===== src/rtl/imem_loader.sv =====
// Byte-stream instruction-memory loader: takes a little-endian word count, then
// that many little-endian words, and writes them to consecutive word addresses.
module imem_loader #(
  parameter logic [63:0] BASE_ADDR = 64'h0,
  parameter int unsigned MEM_WORDS = 1024
) (
  input  logic        clk,
  input  logic        rst,
  input  logic        start,
  input  logic [7:0]  in_data,
  input  logic        in_valid,
  output logic        in_ready,
  output logic        mem_we,
  output logic [63:0] mem_addr,
  output logic [31:0] mem_wdata,
  output logic        core_hold,
  output logic        done,
  output logic        error,
  output logic [31:0] words_written
);

  typedef enum logic [2:0] {
    S_IDLE, S_LEN, S_DATA, S_WRITE, S_DONE, S_ERR
  } state_e;

  state_e      state_q, state_d;
  logic [1:0]  cnt_q, cnt_d;
  logic [31:0] asm_q, asm_d;
  logic [31:0] len_q, len_d;
  logic [31:0] wdata_q, wdata_d;
  logic [63:0] addr_q, addr_d;
  logic [31:0] ww_q, ww_d;
  logic        we_q, we_d;
  logic        hold_q, hold_d;
  logic        done_q, done_d;
  logic        error_q, error_d;

  logic        xfer;
  logic        last_byte;
  logic [31:0] full_word;

  assign xfer      = in_valid && in_ready;
  assign last_byte = xfer && (cnt_q == 2'd3);
  // Bytes shift in from the top so the first byte ends up in [7:0].
  assign full_word = {in_data, asm_q[31:8]};

  // State register
  // NOTE: sequential state uses non-blocking assignments so every flop samples
  // pre-edge values; blocking here would create order-dependent simulation.
  always_ff @(posedge clk or negedge rst) begin
    if (!rst) begin
      state_q <= S_IDLE;
    end else begin
      state_q <= state_d;
    end
  end

  // Next-state logic
  always_comb begin
    // NOTE: default first so every path assigns state_d and no latch is inferred.
    state_d = state_q;
    unique case (state_q)
      S_IDLE, S_DONE, S_ERR: if (start) state_d = S_LEN;
      S_LEN: begin
        if (last_byte) begin
          if (full_word == 32'd0)                state_d = S_DONE;
          else if (full_word > 32'(MEM_WORDS))   state_d = S_ERR;
          else                                   state_d = S_DATA;
        end
      end
      S_DATA:  if (last_byte) state_d = S_WRITE;
      S_WRITE: state_d = ((ww_q + 32'd1) < len_q) ? S_DATA : S_DONE;
      default: state_d = S_IDLE;
    endcase
  end

  // Output logic: in_ready decodes the current state, the rest are registered
  // from the next state so they change together with it.
  always_comb begin
    in_ready = (state_q == S_LEN) || (state_q == S_DATA);
    we_d     = (state_d == S_WRITE);
    hold_d   = (state_d == S_LEN) || (state_d == S_DATA) || (state_d == S_WRITE);
    done_d   = (state_d == S_DONE);
    error_d  = (state_d == S_ERR);
  end

  // Datapath next values
  always_comb begin
    cnt_d   = cnt_q;
    asm_d   = asm_q;
    len_d   = len_q;
    wdata_d = wdata_q;
    addr_d  = addr_q;
    ww_d    = ww_q;
    unique case (state_q)
      S_IDLE, S_DONE, S_ERR: begin
        if (start) begin
          cnt_d  = 2'd0;
          addr_d = BASE_ADDR;
          ww_d   = 32'd0;
        end
      end
      S_LEN, S_DATA: begin
        if (xfer) begin
          asm_d = full_word;
          cnt_d = cnt_q + 2'd1;
          if (cnt_q == 2'd3) begin
            if (state_q == S_LEN) len_d   = full_word;
            else                  wdata_d = full_word;
          end
        end
      end
      S_WRITE: begin
        addr_d = addr_q + 64'd4;
        ww_d   = ww_q + 32'd1;
      end
      default: ;
    endcase
  end

  always_ff @(posedge clk or negedge rst) begin
    if (!rst) begin
      cnt_q   <= 2'd0;
      asm_q   <= 32'd0;
      len_q   <= 32'd0;
      wdata_q <= 32'd0;
      addr_q  <= BASE_ADDR;
      ww_q    <= 32'd0;
      we_q    <= 1'b0;
      hold_q  <= 1'b0;
      done_q  <= 1'b0;
      error_q <= 1'b0;
    end else begin
      cnt_q   <= cnt_d;
      asm_q   <= asm_d;
      len_q   <= len_d;
      wdata_q <= wdata_d;
      addr_q  <= addr_d;
      ww_q    <= ww_d;
      we_q    <= we_d;
      hold_q  <= hold_d;
      done_q  <= done_d;
      error_q <= error_d;
    end
  end

  assign mem_we        = we_q;
  assign mem_addr      = addr_q;
  assign mem_wdata     = wdata_q;
  assign core_hold     = hold_q;
  assign done          = done_q;
  assign error         = error_q;
  assign words_written = ww_q;

endmodule


===== config.mk =====
export PLATFORM = sky130hd
export DESIGN_NAME = imem_loader
export DESIGN_NICKNAME = d
export VERILOG_FILES = /design/src/rtl/imem_loader.sv
export SDC_FILE = /design/constraint.sdc
export NUM_CORES = 1
export LEC_CHECK = 0
export CAP_MARGIN = 15
export CORE_MARGIN = 2
export CORE_UTILIZATION = 45
export CTS_CLUSTER_DIAMETER = 150
export CTS_CLUSTER_SIZE = 8
export DETAILED_ROUTE_END_ITERATION = 12
export HOLD_SLACK_MARGIN = 0.03
export PLACE_DENSITY = 0.72
export SLEW_MARGIN = 20
export SYNTH_ARGS = -nofsm -noshare
export SYNTH_HDL_FRONTEND = slang
export SYNTH_SLANG_ARGS = --single-unit
export TNS_END_PERCENT = 1

===== constraint.sdc =====
create_clock -name clk -period 7.3 [get_ports clk]
set_input_delay 1.46 -clock clk [delete_from_list [all_inputs] [get_ports clk]]
set_output_delay 1.46 -clock clk [all_outputs]
set_load 0.01 [all_outputs]

==> impl_metrics.toml <==
[outcome]
outcome = "completed"

[setup_path]
critical-path-max-stage-delay_ps = 420
path_delay_family = "simple AND/OR/NAND/NOR gates"
crit_type = "register to register"
worstSetupEndpointType = "register"
slowest_stage = "dfrtp_1"
critical_path_required_ps = 7660
crit_buf_inv = 0
cp.arrival_ps = 4390
cp_max_fo = 6
critPathLaunchType = "register"
crit_chain = "ha_1 > nand4_1 > nor3_2 > and4_1 > and3_1 > nand3_1 > xnor2_1 > ha_1 > nand4_1 > nor4_1 > a221oi_1 > o211ai_1 > a31o_2 > o2bb2ai_1 > and4_1"

[drt]
viasPerCell = 5.437
drt_iter0_drc = 449
drc_errors = 0
vias = 7139
wl_mm = 21.47
wire_per_inst_microns = 16.35
drt_first_pass_iters = 5
final_antenna_net_count = 0

[power_and_ir_drop]
leakage_nw = 5.313
p_per_area_nw_per_um2 = 269.5
irDropWorstVdd_mv = 0.1958

[place]
port_buffers = 142
gp_congestion = 0.8528
hpwl_mm = 14.99

[clocking]
clkSinkCount = 191
cts_setup_buffers = 0
cts_tree = "done"
worstSkewPairLatency_ps = 430
h-tree-depth = 4
cts_buffer_depth = 2
root_buffer = "clkbuf_16"
cts_hold_buf = 0
cts_resized = 0
cts_buffers = 17
clkTransAtPathRegs_ps = 70

[synthesis]
yosysWarnings = 0
ys_seq_area_frac = 0.5150
avgSynthCellArea_sq_um = 10.33
ys.flop_type = "dfrtp_1"
synthArstFlopShare = 1.000
synth.most_common_cell = "dfrtp_1"
synth-seq-cells = 191
yosysTopAreaCellShare = 0.5150
syn_area_sq_um = 9280
synth_edf_count = 0
synth.cells.most_frequent = "dfrtp_1, nand2_1, o21ai_0"
yosysTopAreaCell = "dfrtp_1"
syn_inst = 898
ys_top_cells_by_area = "dfrtp_1, mux2_2, nand2_1"
synth.distinct_cells = 51

[global_route]
grt_pass1_wl_mm = 35.85
track_usage = 0.2031
grt_max_degree = 100
grt_pass1_vias = 6943
antenna_found_initial = 0
gr-total-overflow = 0

[cells_and_area]
nets = 1076
syn2layout_area_growth_pct = 24.43
fill_cells = 1710
antenna_cells = 0
layout-drive-gt1-share = 0.1112
final_util = 0.5707

[sta]
final-hold-violation-count = 0
tightestPinTransition_ps = 1145
fmax_ghz = 0.2481
min_period_over_period = 0.5522
slew_viol_final = 0
max_slew_margin = 0.2328
setup_tns_ps = 0
holdWs_ps = 472.8
setup_violations = 0
rsz0062_at_grt = "no"
fin_crit_ps = 4031
fin_skew_ps = 8.698

[die]
row_count = 52
die_h_microns = 147.6
die_w_microns = 147.6
start_util = 0.4586
dieArea_sq_um = 21790
core_area_sq_um = 20230
top_level_ports = 145

[run]
drv_cap = 0

[min_path]
hp-class = "register to register"
-- area by class of cell --
class	instances	area, sq um	area share
Clock inverter	13	147.6	0.01279
Inverter	44	165.2	0.01430
Multi-Input combinational cell	627	4197	0.3634
Sequential cell	191	4780	0.4139
Tap cell	270	337.8	0.02926
Clock buffer	19	442.9	0.03836
Timing Repair Buffer	149	1478	0.1280
-- stage by stage --
step | power (W) | setup slack [ps] | instance area [sq um] | std cells
2_1_floorplan | 0.001776 | 3677 | 9284 | 899
3_3_place_gp | 0.002186 | 3265 | 10950 | 1281
3_5_place_dp | 0.002207 | 3211 | 10950 | 1281
4_1_cts | 0.003141 | 3301 | 11540 | 1313
5_1_grt | 0.003265 | 2937 | 11550 | 1313
6_report | 0.003112 | 3269 | 11550 | 1313
-- routing by layer --
layer,part of all wire,wire [microns],global-route usage,vias to the layer above
li1,-,-,-,3449
met1,0.45,9750,0.2791,3498
met2,0.49,10430,0.3323,166
met3,0.046,995,0.04259,26
met4,0.013,284,0.04856,0
met5,0,0,0,-
-- final timing paths --
check | slack, ps | end | cells past startpoint | startpoint
worst max-delay path | 3270 | done | 15 | words_written[0]
worst max register to register | 3270 | done | 15 | words_written[0]
min in group asynchronous | 1090 | mem_addr[56] | 1 | rst
worst min-delay path | 470 | mem_addr[63] | 1 | mem_addr[63]
max in group asynchronous | 5060 | state_q[1] | 2 | rst
worst min register to register | 470 | mem_addr[63] | 1 | mem_addr[63]
-- report_power, final --
part           total (W)  leakage [nW]  internal (W)  switching [W]
combinational   0.000745          2.94      0.000424       0.000320
sequential       0.00144          2.09       0.00124       0.000196
clock           0.000930         0.290      0.000495       0.000435
-- flip-flops by register name (all words and copies together), names as in the netlist, 2 cells and up --
register,count
words_written,32
len_q,32
state_q,3
mem_wdata,32
cnt_q,2
mem_addr,62
asm_q,24
-- kinds of logic after synthesis --
logic type | Yosys count | synth area share
AOI/OAI and AO/OA | 173 | 0.1154
xor gates and xnor gates | 31 | 0.02926
adders and majority gates | 34 | 0.04584
buffers and inverters | 81 | 0.03532
DFF | 191 | 0.5150
muxes | 82 | 0.09613
other | 1 | 0.0004041
and+or+nand+nor | 305 | 0.1626
-- cell usage in the layout, fill, tap and decap left out, types with 3 or more instances in the layout --
master | synthesis | routed
a21o_1 | 3 | 3
buf_4 | 6 | 7
nor3_1 | 12 | 10
xnor2_1 | 19 | 19
clkdlybuf4s50_1 | 0 | 141
mux2i_1 | 25 | 25
a31oi_1 | 5 | 5
inv_6 | 0 | 4
mux2_2 | 57 | 57
dfrtp_1 | 191 | 191
nand4_1 | 20 | 20
o31ai_1 | 21 | 21
nor4_1 | 7 | 7
clkinv_4 | 0 | 5
o22ai_1 | 3 | 3
o21ai_0 | 80 | 80
nor3_2 | 4 | 6
nand2_1 | 131 | 130
a22o_1 | 16 | 16
and4_1 | 5 | 5
nand3_1 | 54 | 53
clkbuf_16 | 0 | 17
and3_1 | 11 | 11
xor2_1 | 12 | 12
nand4_2 | 4 | 4
nand2b_1 | 3 | 3
ha_1 | 34 | 34
a21oi_1 | 19 | 19
o211ai_1 | 18 | 18
nor2_1 | 38 | 37
inv_1 | 44 | 44
-- worst register-to-register path, stage by stage (launching register included) --
cell and delay [ps]:
dfrtp_1 420, ha_1 230, nand4_1 160, nor3_2 410, and4_1 390, and3_1 330
nand3_1 170, xnor2_1 170, ha_1 320, nand4_1 160, nor4_1 400, a221oi_1 140
o211ai_1 100, a31o_2 170, o2bb2ai_1 180, and4_1 230
Note: power is estimated with default switching activity, not from simulation.
